File: src/rtl/video_timing_pkg.sv
// Shared raster constants and coordinate types for the timing generator and the renderers.
package video_timing_pkg;

  localparam int unsigned H_ACTIVE_720P = 1280;
  localparam int unsigned H_FP_720P     = 110;
  localparam int unsigned H_SYNC_720P   = 40;
  localparam int unsigned H_BP_720P     = 220;
  localparam int unsigned V_ACTIVE_720P = 720;
  localparam int unsigned V_FP_720P     = 5;
  localparam int unsigned V_SYNC_720P   = 5;
  localparam int unsigned V_BP_720P     = 20;

  localparam int unsigned H_TOTAL = H_ACTIVE_720P + H_FP_720P + H_SYNC_720P + H_BP_720P;
  localparam int unsigned V_TOTAL = V_ACTIVE_720P + V_FP_720P + V_SYNC_720P + V_BP_720P;

  localparam int unsigned HCOUNT_W = 11;
  localparam int unsigned VCOUNT_W = 10;
  localparam int unsigned FRAME_W  = 6;

  typedef logic [HCOUNT_W-1:0] hcount_t;
  typedef logic [VCOUNT_W-1:0] vcount_t;
  typedef logic [FRAME_W-1:0]  frame_t;

endpackage

File: src/rtl/wrap_counter.sv
// Counter that advances on incr_i and wraps from MaxVal back to zero.
module wrap_counter #(
  parameter int unsigned Width  = 11,
  parameter int unsigned MaxVal = 1649
) (
  input  logic             clk_i,
  input  logic             rst_in,
  input  logic             incr_i,
  output logic [Width-1:0] count_o,
  output logic             at_max_o
);

  logic [Width-1:0] count_q, count_d;

  assign at_max_o = (count_q == Width'(MaxVal));
  assign count_o  = count_q;

  always_comb begin
    count_d = count_q;
    if (incr_i) begin
      count_d = at_max_o ? '0 : count_q + Width'(1);
    end
  end

  always_ff @(posedge clk_i) begin
    if (!rst_in) begin
      count_q <= '0;
    end else begin
      count_q <= count_d;
    end
  end

endmodule

File: src/rtl/video_timing_gen.sv
// Raster timing source: pixel coordinates, syncs, active flag and per-frame pulse/counter,
// all registered from the same (h, v) so no output is skewed against another.
module video_timing_gen
  import video_timing_pkg::*;
#(
  parameter int unsigned H_ACTIVE = H_ACTIVE_720P,
  parameter int unsigned H_FP     = H_FP_720P,
  parameter int unsigned H_SYNC   = H_SYNC_720P,
  parameter int unsigned H_BP     = H_BP_720P,
  parameter int unsigned V_ACTIVE = V_ACTIVE_720P,
  parameter int unsigned V_FP     = V_FP_720P,
  parameter int unsigned V_SYNC   = V_SYNC_720P,
  parameter int unsigned V_BP     = V_BP_720P,
  parameter int unsigned SYNC_POL = 1
) (
  input  logic                pixel_clk_in,
  input  logic                rst_in,
  output logic [HCOUNT_W-1:0] hcount_out,
  output logic [VCOUNT_W-1:0] vcount_out,
  output logic                hsync_out,
  output logic                vsync_out,
  output logic                active_draw_out,
  output logic                new_frame_out,
  output logic [FRAME_W-1:0]  frame_count_out
);

  localparam int unsigned HTotal = H_ACTIVE + H_FP + H_SYNC + H_BP;
  localparam int unsigned VTotal = V_ACTIVE + V_FP + V_SYNC + V_BP;

  if (HTotal > 2048) begin : g_h_total_chk
    $error("video_timing_gen: horizontal total exceeds 2048");
  end
  if (VTotal > 1024) begin : g_v_total_chk
    $error("video_timing_gen: vertical total exceeds 1024");
  end

  // Sync windows use inclusive last positions so the bound always fits the counter width.
  localparam hcount_t HActive    = hcount_t'(H_ACTIVE);
  localparam hcount_t HSyncFirst = hcount_t'(H_ACTIVE + H_FP);
  localparam hcount_t HSyncLast  = hcount_t'(H_ACTIVE + H_FP + H_SYNC - 1);
  localparam vcount_t VActive    = vcount_t'(V_ACTIVE);
  localparam vcount_t VSyncFirst = vcount_t'(V_ACTIVE + V_FP);
  localparam vcount_t VSyncLast  = vcount_t'(V_ACTIVE + V_FP + V_SYNC - 1);
  localparam logic    SyncInv    = (SYNC_POL == 0) ? 1'b1 : 1'b0;

  hcount_t h;
  vcount_t v;
  logic    h_at_max;
  logic    v_at_max_unused;

  wrap_counter #(
    .Width  (HCOUNT_W),
    .MaxVal (HTotal - 1)
  ) u_h_cnt (
    .clk_i    (pixel_clk_in),
    .rst_in   (rst_in),
    .incr_i   (1'b1),
    .count_o  (h),
    .at_max_o (h_at_max)
  );

  wrap_counter #(
    .Width  (VCOUNT_W),
    .MaxVal (VTotal - 1)
  ) u_v_cnt (
    .clk_i    (pixel_clk_in),
    .rst_in   (rst_in),
    .incr_i   (h_at_max),
    .count_o  (v),
    .at_max_o (v_at_max_unused)
  );

  hcount_t hcount_q;
  vcount_t vcount_q;
  frame_t  frame_q, frame_d;
  logic    hsync_q, hsync_d;
  logic    vsync_q, vsync_d;
  logic    active_q, active_d;
  logic    new_frame_q, new_frame_d;

  always_comb begin
    active_d    = (h < HActive) && (v < VActive);
    hsync_d     = ((h >= HSyncFirst) && (h <= HSyncLast)) ^ SyncInv;
    vsync_d     = ((v >= VSyncFirst) && (v <= VSyncLast)) ^ SyncInv;
    new_frame_d = (h == HActive) && (v == VActive);
    // Counter advances alongside the pulse so both appear in the same output cycle.
    frame_d     = new_frame_d ? frame_q + 1'b1 : frame_q;
  end

  always_ff @(posedge pixel_clk_in) begin
    if (!rst_in) begin
      hcount_q    <= '0;
      vcount_q    <= '0;
      hsync_q     <= SyncInv;
      vsync_q     <= SyncInv;
      active_q    <= 1'b0;
      new_frame_q <= 1'b0;
      frame_q     <= '0;
    end else begin
      hcount_q    <= h;
      vcount_q    <= v;
      hsync_q     <= hsync_d;
      vsync_q     <= vsync_d;
      active_q    <= active_d;
      new_frame_q <= new_frame_d;
      frame_q     <= frame_d;
    end
  end

  assign hcount_out      = hcount_q;
  assign vcount_out      = vcount_q;
  assign hsync_out       = hsync_q;
  assign vsync_out       = vsync_q;
  assign active_draw_out = active_q;
  assign new_frame_out   = new_frame_q;
  assign frame_count_out = frame_q;

endmodule

File: config.mk
export PLATFORM = sky130hd
export DESIGN_NAME = video_timing_gen
export DESIGN_NICKNAME = d
export VERILOG_FILES = /design/src/rtl/video_timing_pkg.sv /design/src/rtl/wrap_counter.sv /design/src/rtl/video_timing_gen.sv
export SDC_FILE = /design/constraint.sdc
export NUM_CORES = 1
export LEC_CHECK = 0
export ABC_CLOCK_PERIOD_IN_PS = 4150
export BUFFER_PORTS_ARGS = -buffer_cell sky130_fd_sc_hd__buf_2
export CORE_MARGIN = 2
export CORE_UTILIZATION = 60
export CTS_BUF_LIST = sky130_fd_sc_hd__clkbuf_16
export DETAILED_ROUTE_END_ITERATION = 8
export HOLD_SLACK_MARGIN = 0.06
export PLACE_DENSITY_LB_ADDON = 0.3
export SLEW_MARGIN = 20
export SYNTH_ARGS = -nofsm -noshare
export SYNTH_HDL_FRONTEND = slang
export SYNTH_HIERARCHICAL = 1
export SYNTH_SLANG_ARGS = --single-unit
File: constraint.sdc
create_clock -name pixel_clk_in -period 4.15 [get_ports pixel_clk_in]
set_clock_uncertainty 0.05 [all_clocks]
set_input_delay 0.2075 -clock pixel_clk_in [delete_from_list [all_inputs] [get_ports pixel_clk_in]]
set_output_delay 0.2075 -clock pixel_clk_in [all_outputs]
set_load 0.005 [all_outputs]
==> results of run 1 <==
area by class of cell:
class / instances / area, sq um
multi-input combinational: 160 / 1080
sequential: 52 / 1040
fill: 266 / 906
timing repair buffer: 32 / 160
clock buffer: 5 / 125
tap: 46 / 57.6
inverter: 6 / 22.5
clock inverter: 3 / 20.0
critical path: stages (launching register included):
cell      delay (ns)
dfxtp_1         0.40
or4b_4          0.60
nor3_1          0.68
nand4_1         0.26
o41ai_4         0.58
a211oi_1        0.11
report_power, final:
group          total, uW  internal, uW  switching, uW
sequential           508           503           5.34
clock                392           222            170
combinational       29.7          11.3           18.3
total                930           736            194
cells in the final DEF, fill, tap and decap left out, types with 2 or more instances in the layout:
cell type   n
nor2_1     14
o31ai_1     8
ha_1        5
inv_1       7
xor2_1      6
a211oi_1    2
a21oi_1    13
or3_1       3
nor4_1      3
xnor2_1     2
a31oi_1     2
or2_1       2
dfxtp_1    52
o41ai_4     2
o21ai_0     9
nand2b_1    3
nand3_1     5
nor3_1      3
o311ai_0    2
o41ai_1     2
nand2_1    15
or4_4       2
nand4_1    11
or4_1       7
and2_1     21
buf_2      32
clkbuf_16   5
final timing paths:
kind,start,endpoint,slack (ns),cells past startpoint
worst min-delay path,rst_in,frame_count_out[3]$_SDFFE_PN0P_,0.40,3
worst max-delay path,u_h_cnt/count_o[2]$_SDFFE_PN0P_,u_v_cnt/count_o[1]$_SDFFE_PN0P_,1.31,5
worst min register to register,frame_count_out[5]$_SDFFE_PN0P_,frame_count_out[5]$_SDFFE_PN0P_,0.44,2
worst max register to register,u_h_cnt/count_o[2]$_SDFFE_PN0P_,u_v_cnt/count_o[1]$_SDFFE_PN0P_,1.31,5
stage by stage:
step	worst slack, ns	cell area (sq um)	hold WS [ns]
floorplan	2.03	2190	0.287
global placement	1.48	2360	0.401
detailed placement	1.34	2360	0.410
CTS	1.30	2510	0.407
global route	1.03	2510	0.440
finish	1.31	2510	0.404
routing by layer:
layer  up-vias  global-route usage  wire (microns)
met2        54               0.362            2010
met3         7              0.0469             272
met1       822               0.306            1970
met5         -                   0               0
li1        879                   -               -
met4         0              0.0691              52
state kept, by name, summed over array words and instances (netlist names):
signal           cells
active_draw_out      1
new_frame_out        1
u_h_cnt/count_o     11
hsync_out            1
u_v_cnt/count_o     10
hcount_out          11
vcount_out          10
vsync_out            1
frame_count_out      6
==> results by group, run 1 <==
Yosys
  • Post-Syn Area: 2190 sq um
  • Synth Area per Inst: between 9 and 10 sq um
  • Synth warn: 6
  • Syn nets: 233
  • Cell count after synthesis: 226

Layout
  • Final core occ: 0.735
  • Diode count: 0
  • Final Non-Filler Cells: a little over 300
  • Layout area overhead: 14.5%
  • Layout cells sized above 1: 0.205
  • Post-layout net count: 264

Detailed routing
  • DRT Pass-1 Iters: 4
  • Wire per inst: 14.2 microns
  • Via count: 1762
  • # DRC: 0
  • ANT nets after route: 0
  • Vias per cell: roughly 5.8
  • Total wire length: 4300 microns
  • Drt initial violations: 129

Clocking
  • Clk sinks: 52
  • Setup Buffers After CTS: 0
  • CTS tree: built
  • CTS H-Tree Depth: 2
  • # hold bufs at CTS: 0
  • Post_cts resized: 0
  • Clk_lat worst skew: 0.28 ns
  • Clock Pin Slew Worst Setup and Hold Paths: ~0.06 ns
  • Clk buf depth: 2
  • CTS Buf Count: 5
  • Root Driver: clkbuf_16

STA
  • Max Fclk: 352 MHz
  • Slew HR: 0.422
  • Final min period: 2.84 ns
  • Final hold violations: 0
  • Final setup viols: 0
  • Slew Viols, Final: 0
  • Final Cycle Share: 0.685
  • Sum Neg Setup Slack: 0 ns
  • RSZ-0062 raised after global routing: false
  • Least-Margin Pin Slew: 0.861 ns

Critical path
  • Startpoint Class: flop
  • CP arrival: 2.92 ns
  • CP endpoint kind: flop
  • Kind of critical path: flop to flop
  • Crit path required time: 4.22 ns
  • CP Max Fanout: 10

Die
  • Initial core utilization: 0.642
  • Core area: 3420 sq um
  • Die area: 4150 sq um
  • I/O pins: 33
  • Die Span Y: 64.4 microns
  • Number of cell rows: 21
  • Die width: 64.4 microns

Hold path
  • Hold Crit Class: primary input to flop

Placement
  • IO buf count: 32
  • Detailed Place HPWL: 2870 microns
  • GP Congestion: 0.878
  • Placed insts: 296

Pwr
  • Power density cells: roughly 370 nW/um^2
  • VDD IR max: 0.255 mV
  • Total design power: about 930 uW
  • Static Leak: 0.000995 uW

Global routing
  • Grt ovf: 0
  • GR Util All Layers: 0.225
  • Largest net degree at the start of global routing: 33
  • Initial antenna violation count: 0
  • Vias in the first global route: 1575
  • Global-route wire length before repair: 7330 microns

Run status
  • Status: finished, final reports clean

Job
  • Max cap viols: 0
(Power assumes the default switching activity.)
==> inputs of run 2 (changes only) <==
- ABC_CLOCK_PERIOD_IN_PS: 4150 -> 2290
- CORE_UTILIZATION: 60 -> 50
- clock period: 4.15 -> 2.29 ns (I/O delays scaled with it)
==> results by group, run 2 (synthesized netlist as in run 1, its figures left out) <==
Placement
  • IO buf count: 32 (unchanged)
  • GP Congestion: 0.816 (was 0.878)
  • Detailed Place HPWL: 3230 microns (was 2870 microns)
  • Pre-CTS setup slack: 0.0240 ns (was 1.34 ns)
  • DP Area: 2470 sq um (was 2360 sq um)

STA
  • Final setup viols: 0 (unchanged)
  • Sum Neg Setup Slack: 0 ns (unchanged)
  • Slew Viols, Final: 0 (unchanged)
  • Final Cycle Share: 0.932 (was 0.685)
  • Final hold violations: 0 (unchanged)
  • Max Fclk: 468 MHz (was 352 MHz)
  • Slew HR: 0.546 (was 0.422)
  • Final min period: 2.14 ns (was 2.84 ns)
  • Least-Margin Pin Slew: 0.679 ns (was 0.861 ns)
  • Fin worst setup slack: 0.155 ns (was 1.31 ns)
  • RSZ-0062 raised after global routing: false (unchanged)
  • WHS: 0.292 ns (was 0.404 ns)

Critical path
  • Startpoint Class: flop (unchanged)
  • CP Max Fanout: 6 (was 10)
  • Kind of critical path: flop to flop (unchanged)
  • Crit path launch: u_h_cnt/count_o[2]$_SDFFE_PN0P_ (unchanged)
  • CP arrival: 2.31 ns (was 2.92 ns)
  • R2r startpoint: u_h_cnt/count_o[2]$_SDFFE_PN0P_ (unchanged)
  • Crit path required time: 2.46 ns (was 4.22 ns)
  • CP endpoint kind: flop (unchanged)

Clocking
  • Root Driver: clkbuf_16 (unchanged)
  • CTS H-Tree Depth: 2 (unchanged)
  • Clk sinks: 52 (unchanged)
  • CTS Buf Count: 5 (unchanged)
  • Clk buf depth: 2 (unchanged)
  • Clock Pin Slew Worst Setup and Hold Paths: 0.06 ns (about the same)
  • Setup Buffers After CTS: 0 (unchanged)
  • Clk_lat worst skew: 0.29 ns (was 0.28 ns)
  • # hold bufs at CTS: 0 (unchanged)
  • CTS tree: built (unchanged)

Detailed routing
  • DRT Pass-1 Iters: 5 (was 4)
  • Via count: 1894 (was 1762)
  • # DRC: 0 (unchanged)
  • Vias per cell: 5.88 (was 5.80)
  • Wire per inst: 15.2 microns (was 14.2 microns)
  • Top sig layer: met4 (unchanged)
  • Total wire length: 4890 microns (was 4300 microns)
  • Wire length on met2: 2390 microns (was 2010 microns)
  • ANT nets after route: 0 (unchanged)
  • Metal-1 WL: 2160 microns (was 1970 microns)
  • Met3 WL post-DR: 268 microns (was 272 microns)
  • Drt initial violations: 203 (was 129)

Global routing
  • Initial antenna violation count: 0 (unchanged)
  • Largest net degree at the start of global routing: 33 (unchanged)
  • Global-route wire length before repair: 8050 microns (was 7330 microns)
  • GR Util All Layers: 0.207 (was 0.225)
  • Grt ovf: 0 (unchanged)
  • Vias in the first global route: 1683 (was 1575)

Layout
  • Layout cells sized above 1: 0.248 (was 0.205)
  • Most frequent cells in the layout: dfxtp_1, buf_2, and2_1, nand2_1, nor2_1 (unchanged)
  • Final instance area: 2660 sq um (was 2510 sq um)
  • Layout area overhead: 21.3% (was 14.5%)
  • Diode count: 0 (unchanged)
  • Post-layout net count: 277 (was 264)
  • Commonest non-fill, non-tap cell in the layout: dfxtp_1 (unchanged)
  • Fillers: 352 (was 266)

Run status
  • Status: finished, final reports clean (unchanged)

Pwr
  • Static Leak: 0.00108 uW (was 0.000995 uW)
  • Power density cells: 720 nW/um^2 (was 371 nW/um^2)
  • VDD IR max: 0.342 mV (was 0.255 mV)

Die
  • Die Span Y: 70.2 microns (was 64.4 microns)
  • Number of cell rows: 24 (was 21)
  • Core area: 4290 sq um (was 3420 sq um)
  • Die area: 4930 sq um (was 4150 sq um)
  • Die width: 70.2 microns (was 64.4 microns)
  • I/O pins: 33 (unchanged)
  • Initial core utilization: 0.510 (was 0.642)

Hold path
  • Worst hold start: rst_in (unchanged)
  • Hold Crit Class: primary input to flop (unchanged)

Job
  • Max cap viols: 0 (unchanged)
-- run 2: cell count changes in the layout (fill, tap and decap cells not counted), sizes merged --
| cell | before | now |
|---|---|---|
| clkinv | 1 | 0 |
| bufinv | 0 | 2 |
| inv | 7 | 6 |
| clkinvlp | 1 | 0 |
| buf | 32 | 45 |
-- run 2: routing by layer --
metal  track usage  vias to the layer above
met1         0.275                      885
met5             0                        -
li1              -                      910
met3        0.0433                       10
met4        0.0726                        0
met2         0.333                       89
-- run 2: timing repair --
action,CTS,global route
endpoints found under the setup margin,1,0
hold endpoints to repair,0,0
resized for setup,1,0
-- run 2: layout make-up --
cell class / instances / area (sq um) / share of cell area
well taps: 52 / 65.1 / 0.0245
clock inverters: 2 / 60.1 / 0.0226
clock buffers: 5 / 125 / 0.0470
inverters: 6 / 22.5 / 0.00847
multi-input cells: 160 / 1090 / 0.409
repair buffers: 45 / 258 / 0.0969
flip-flops and latches: 52 / 1040 / 0.391
-- run 2: where the power goes --
| group | internal (uW) | switching [uW] | leakage (uW) |
|---|---|---|---|
| clock | 620 | 311 | 0.0000899 |
| sequential | 911 | 2.49 | 0.000420 |
| combinational | 26.2 | 43.3 | 0.000572 |
| total | 1560 | 357 | 0.00108 |
-- run 2: critical path, stage by stage, from the launching register on --
cell and delay [ns]:
dfxtp_1 0.31, or4b_4 0.56, nor3_2 0.26, nand3_1 0.23, or4_4 0.53, a21oi_2 0.14
-- run 2: per-stage QoR --
step / total power [uW] / util / std cells
finish: 1910 / 0.619 / 322
global route: 1970 / 0.619 / 322
CTS: 1920 / 0.619 / 322
detailed placement: 1000 / 0.575 / 315
global placement: 1000 / 0.575 / 315
floorplan: 981 / - / 226
-- run 2: worst paths after layout --
check	to	slack [ns]	cells after the start
worst max-delay path	u_v_cnt/count_o[9]$_SDFFE_PN0P_	0.15	5
worst max register to register	u_v_cnt/count_o[9]$_SDFFE_PN0P_	0.15	5
worst min register to register	frame_count_out[5]$_SDFFE_PN0P_	0.42	2
worst min-delay path	frame_count_out[5]$_SDFFE_PN0P_	0.29	3
==> inputs of run 3 (changes only) <==
- CTS_BUF_LIST: sky130_fd_sc_hd__clkbuf_16 -> sky130_fd_sc_hd__clkbuf_8
==> results by group, run 3 (synthesized netlist as in run 1, its figures left out) <==
Run status
  • Status: finished, final reports clean (unchanged)

Pwr
  • VDD IR max: 0.280 mV (was 0.342 mV)
  • Clk network pwr share: 0.424 (was 0.486)
  • Sw frac: 0.199 (was 0.187)
  • Gate power share: 0.041 (was 0.036)
  • Reg power frac: 0.535 (was 0.477)
  • Total design power: 1710 uW (was 1910 uW)
  • Internal Power: 1370 uW (was 1560 uW)
  • Power density cells: 655 nW/um^2 (was 720 nW/um^2)
  • Psw: 339 uW (was 357 uW)
  • Static Leak: 0.00106 uW (was 0.00108 uW)

Critical path
  • Startpoint Class: flop (unchanged)
  • CP Max Fanout: 6 (unchanged)
  • R2r startpoint: u_h_cnt/count_o[2]$_SDFFE_PN0P_ (unchanged)
  • CP endpoint kind: flop (unchanged)
  • CP arrival: 2.32 ns (was 2.31 ns)
  • Crit path required time: 2.49 ns (was 2.46 ns)
  • Worst reg2reg endpoint: u_v_cnt/count_o[9]$_SDFFE_PN0P_ (unchanged)
  • Reg2reg setup slack: 0.17 ns (was 0.15 ns)
  • Reg2reg path depth: 5 (unchanged)
  • Kind of critical path: flop to flop (unchanged)

Detailed routing
  • Drt initial violations: 189 (was 203)
  • Total wire length: 4650 microns (was 4890 microns)
  • Via count: 1839 (was 1894)
  • ANT nets after route: 0 (unchanged)
  • Wire per inst: 14.5 microns (was 15.2 microns)
  • # DRC: 0 (unchanged)
  • Vias per cell: 5.71 (was 5.88)
  • DRT Pass-1 Iters: 4 (was 5)

Hold path
  • Worst hold start: rst_in (unchanged)
  • Hold Crit Class: primary input to flop (unchanged)
  • WHS Endpoint: frame_count_out[5]$_SDFFE_PN0P_ (unchanged)
  • Worst Hold Depth: 3 (unchanged)

Clocking
  • CTS Buf Count: 5 (unchanged)
  • Post_cts resized: 1 (unchanged)
  • Root Driver: clkbuf_8 (was clkbuf_16)
  • Clk_lat worst skew: 0.30 ns (was 0.29 ns)
  • Setup Buffers After CTS: 0 (unchanged)
  • CTS tree: built (unchanged)
  • Clock Pin Slew Worst Setup and Hold Paths: 0.09 ns (was 0.06 ns)
  • # hold bufs at CTS: 0 (unchanged)
  • Clk sinks: 52 (unchanged)
  • Clk buf depth: 2 (unchanged)
  • CTS H-Tree Depth: 2 (unchanged)

STA
  • WHS: 0.276 ns (was 0.292 ns)
  • Final Cycle Share: 0.926 (was 0.932)
  • Final min period: 2.12 ns (was 2.14 ns)
  • Slew HR: 0.552 (was 0.546)
  • Slew Viols, Final: 0 (unchanged)
  • Final hold violations: 0 (unchanged)
  • Sum Neg Setup Slack: 0 ns (unchanged)
  • RSZ-0062 raised after global routing: false (unchanged)
  • Least-Margin Pin Slew: 0.669 ns (was 0.679 ns)
  • Final setup viols: 0 (unchanged)
  • Max Fclk: 472 MHz (was 468 MHz)

Global routing
  • Grt ovf: 0 (unchanged)
  • Global-route wire length before repair: 7760 microns (was 8050 microns)
  • Initial antenna violation count: 0 (unchanged)
  • GR Util All Layers: 0.198 (was 0.207)
  • Largest net degree at the start of global routing: 33 (unchanged)
  • Vias in the first global route: 1651 (was 1683)

Die
  • Die width: 70.2 microns (unchanged)
  • Die Span Y: 70.2 microns (unchanged)
  • I/O pins: 33 (unchanged)
  • Initial core utilization: 0.510 (unchanged)
  • Core area: 4290 sq um (unchanged)
  • Number of cell rows: 24 (unchanged)
  • Die area: 4930 sq um (unchanged)

Placement
  • Detailed Place HPWL: 3230 microns (unchanged)
  • IO buf count: 32 (unchanged)
  • GP Congestion: 0.816 (unchanged)
  • Placed insts: 315 (unchanged)

Layout
  • Most frequent cells in the layout: dfxtp_1, buf_2, and2_1, nand2_1, nor2_1 (unchanged)
  • Diode count: 0 (unchanged)
  • Layout cells sized above 1: 0.248 (unchanged)
  • Fillers: 361 (was 352)
  • Final Non-Filler Cells: 322 (unchanged)
  • Post-layout net count: 277 (unchanged)
  • Layout area overhead: 18.8% (was 21.3%)
  • Multi-input gate area: 1090 sq um (unchanged)
  • Sequential cell area: 1040 sq um (unchanged)
  • Commonest non-fill, non-tap cell in the layout: dfxtp_1 (unchanged)

Job
  • Max cap viols: 0 (unchanged)
## run 3: cell count changes in the layout (fill, tap and decap cells not counted)
cell / previous run / this run
clkbuf_16: 5 / 0
clkbuf_8: 0 / 5
## run 3: power by group through the flow
stage	logic [uW]	clock network, uW	registers (uW)
6_report	69.5	723	913
2_1_floorplan	40.8	0	940
3_5_place_dp	68.9	0	935
5_1_grt	78.3	759	914
3_3_place_gp	67.2	0	934
4_1_cts	69.2	733	913
## run 3: layer usage
metal  part of all wire  track usage  up-vias
li1                   -            -      910
met3              0.049       0.0433        9
met1               0.45        0.266      862
met2               0.49        0.312       58
met4              0.011       0.0769        0
met5                  0            0        -
## run 3: worst max path at each step
stage	start	to	slack (ns)	cells after the start
3_3_place_gp	u_h_cnt/count_o[2]$_SDFFE_PN0P_	u_v_cnt/count_o[9]$_SDFFE_PN0P_	0.05	5
4_1_cts	u_h_cnt/count_o[2]$_SDFFE_PN0P_	u_v_cnt/count_o[9]$_SDFFE_PN0P_	0.17	5
2_1_floorplan	u_h_cnt/count_o[2]$_SDFFE_PN0P_	u_v_cnt/count_o[9]$_SDFFE_PN0P_	0.17	6
6_report	u_h_cnt/count_o[2]$_SDFFE_PN0P_	u_v_cnt/count_o[9]$_SDFFE_PN0P_	0.17	5
3_5_place_dp	u_h_cnt/count_o[2]$_SDFFE_PN0P_	u_v_cnt/count_o[9]$_SDFFE_PN0P_	0.02	5
5_1_grt	u_h_cnt/count_o[2]$_SDFFE_PN0P_	u_v_cnt/count_o[9]$_SDFFE_PN0P_	0.05	5
## run 3: cell type report
cell class / instances / share of cell area
clock buffers: 5 / 0.0264
clock inverters: 2 / 0.0231
inverters: 6 / 0.00865
multi-input cells: 160 / 0.418
flip-flops and latches: 52 / 0.400
well taps: 52 / 0.0250
repair buffers: 45 / 0.0990
## run 3: per-stage QoR
| stage | cell area, sq um | util | worst slack, ns |
|---|---|---|---|
| finish | 2600 | 0.606 | 0.170 |
| global route | 2600 | 0.606 | 0.0466 |
| CTS | 2600 | 0.606 | 0.167 |
| detailed placement | 2470 | 0.575 | 0.0240 |
| global placement | 2470 | 0.575 | 0.0539 |
| floorplan | 2190 | - | 0.168 |
## run 3: critical path: stages (launching register included)
cell     delay (ns)
dfxtp_1        0.32
or4b_4         0.56
nor3_2         0.25
nand3_1        0.22
or4_4          0.52
a21oi_2        0.14
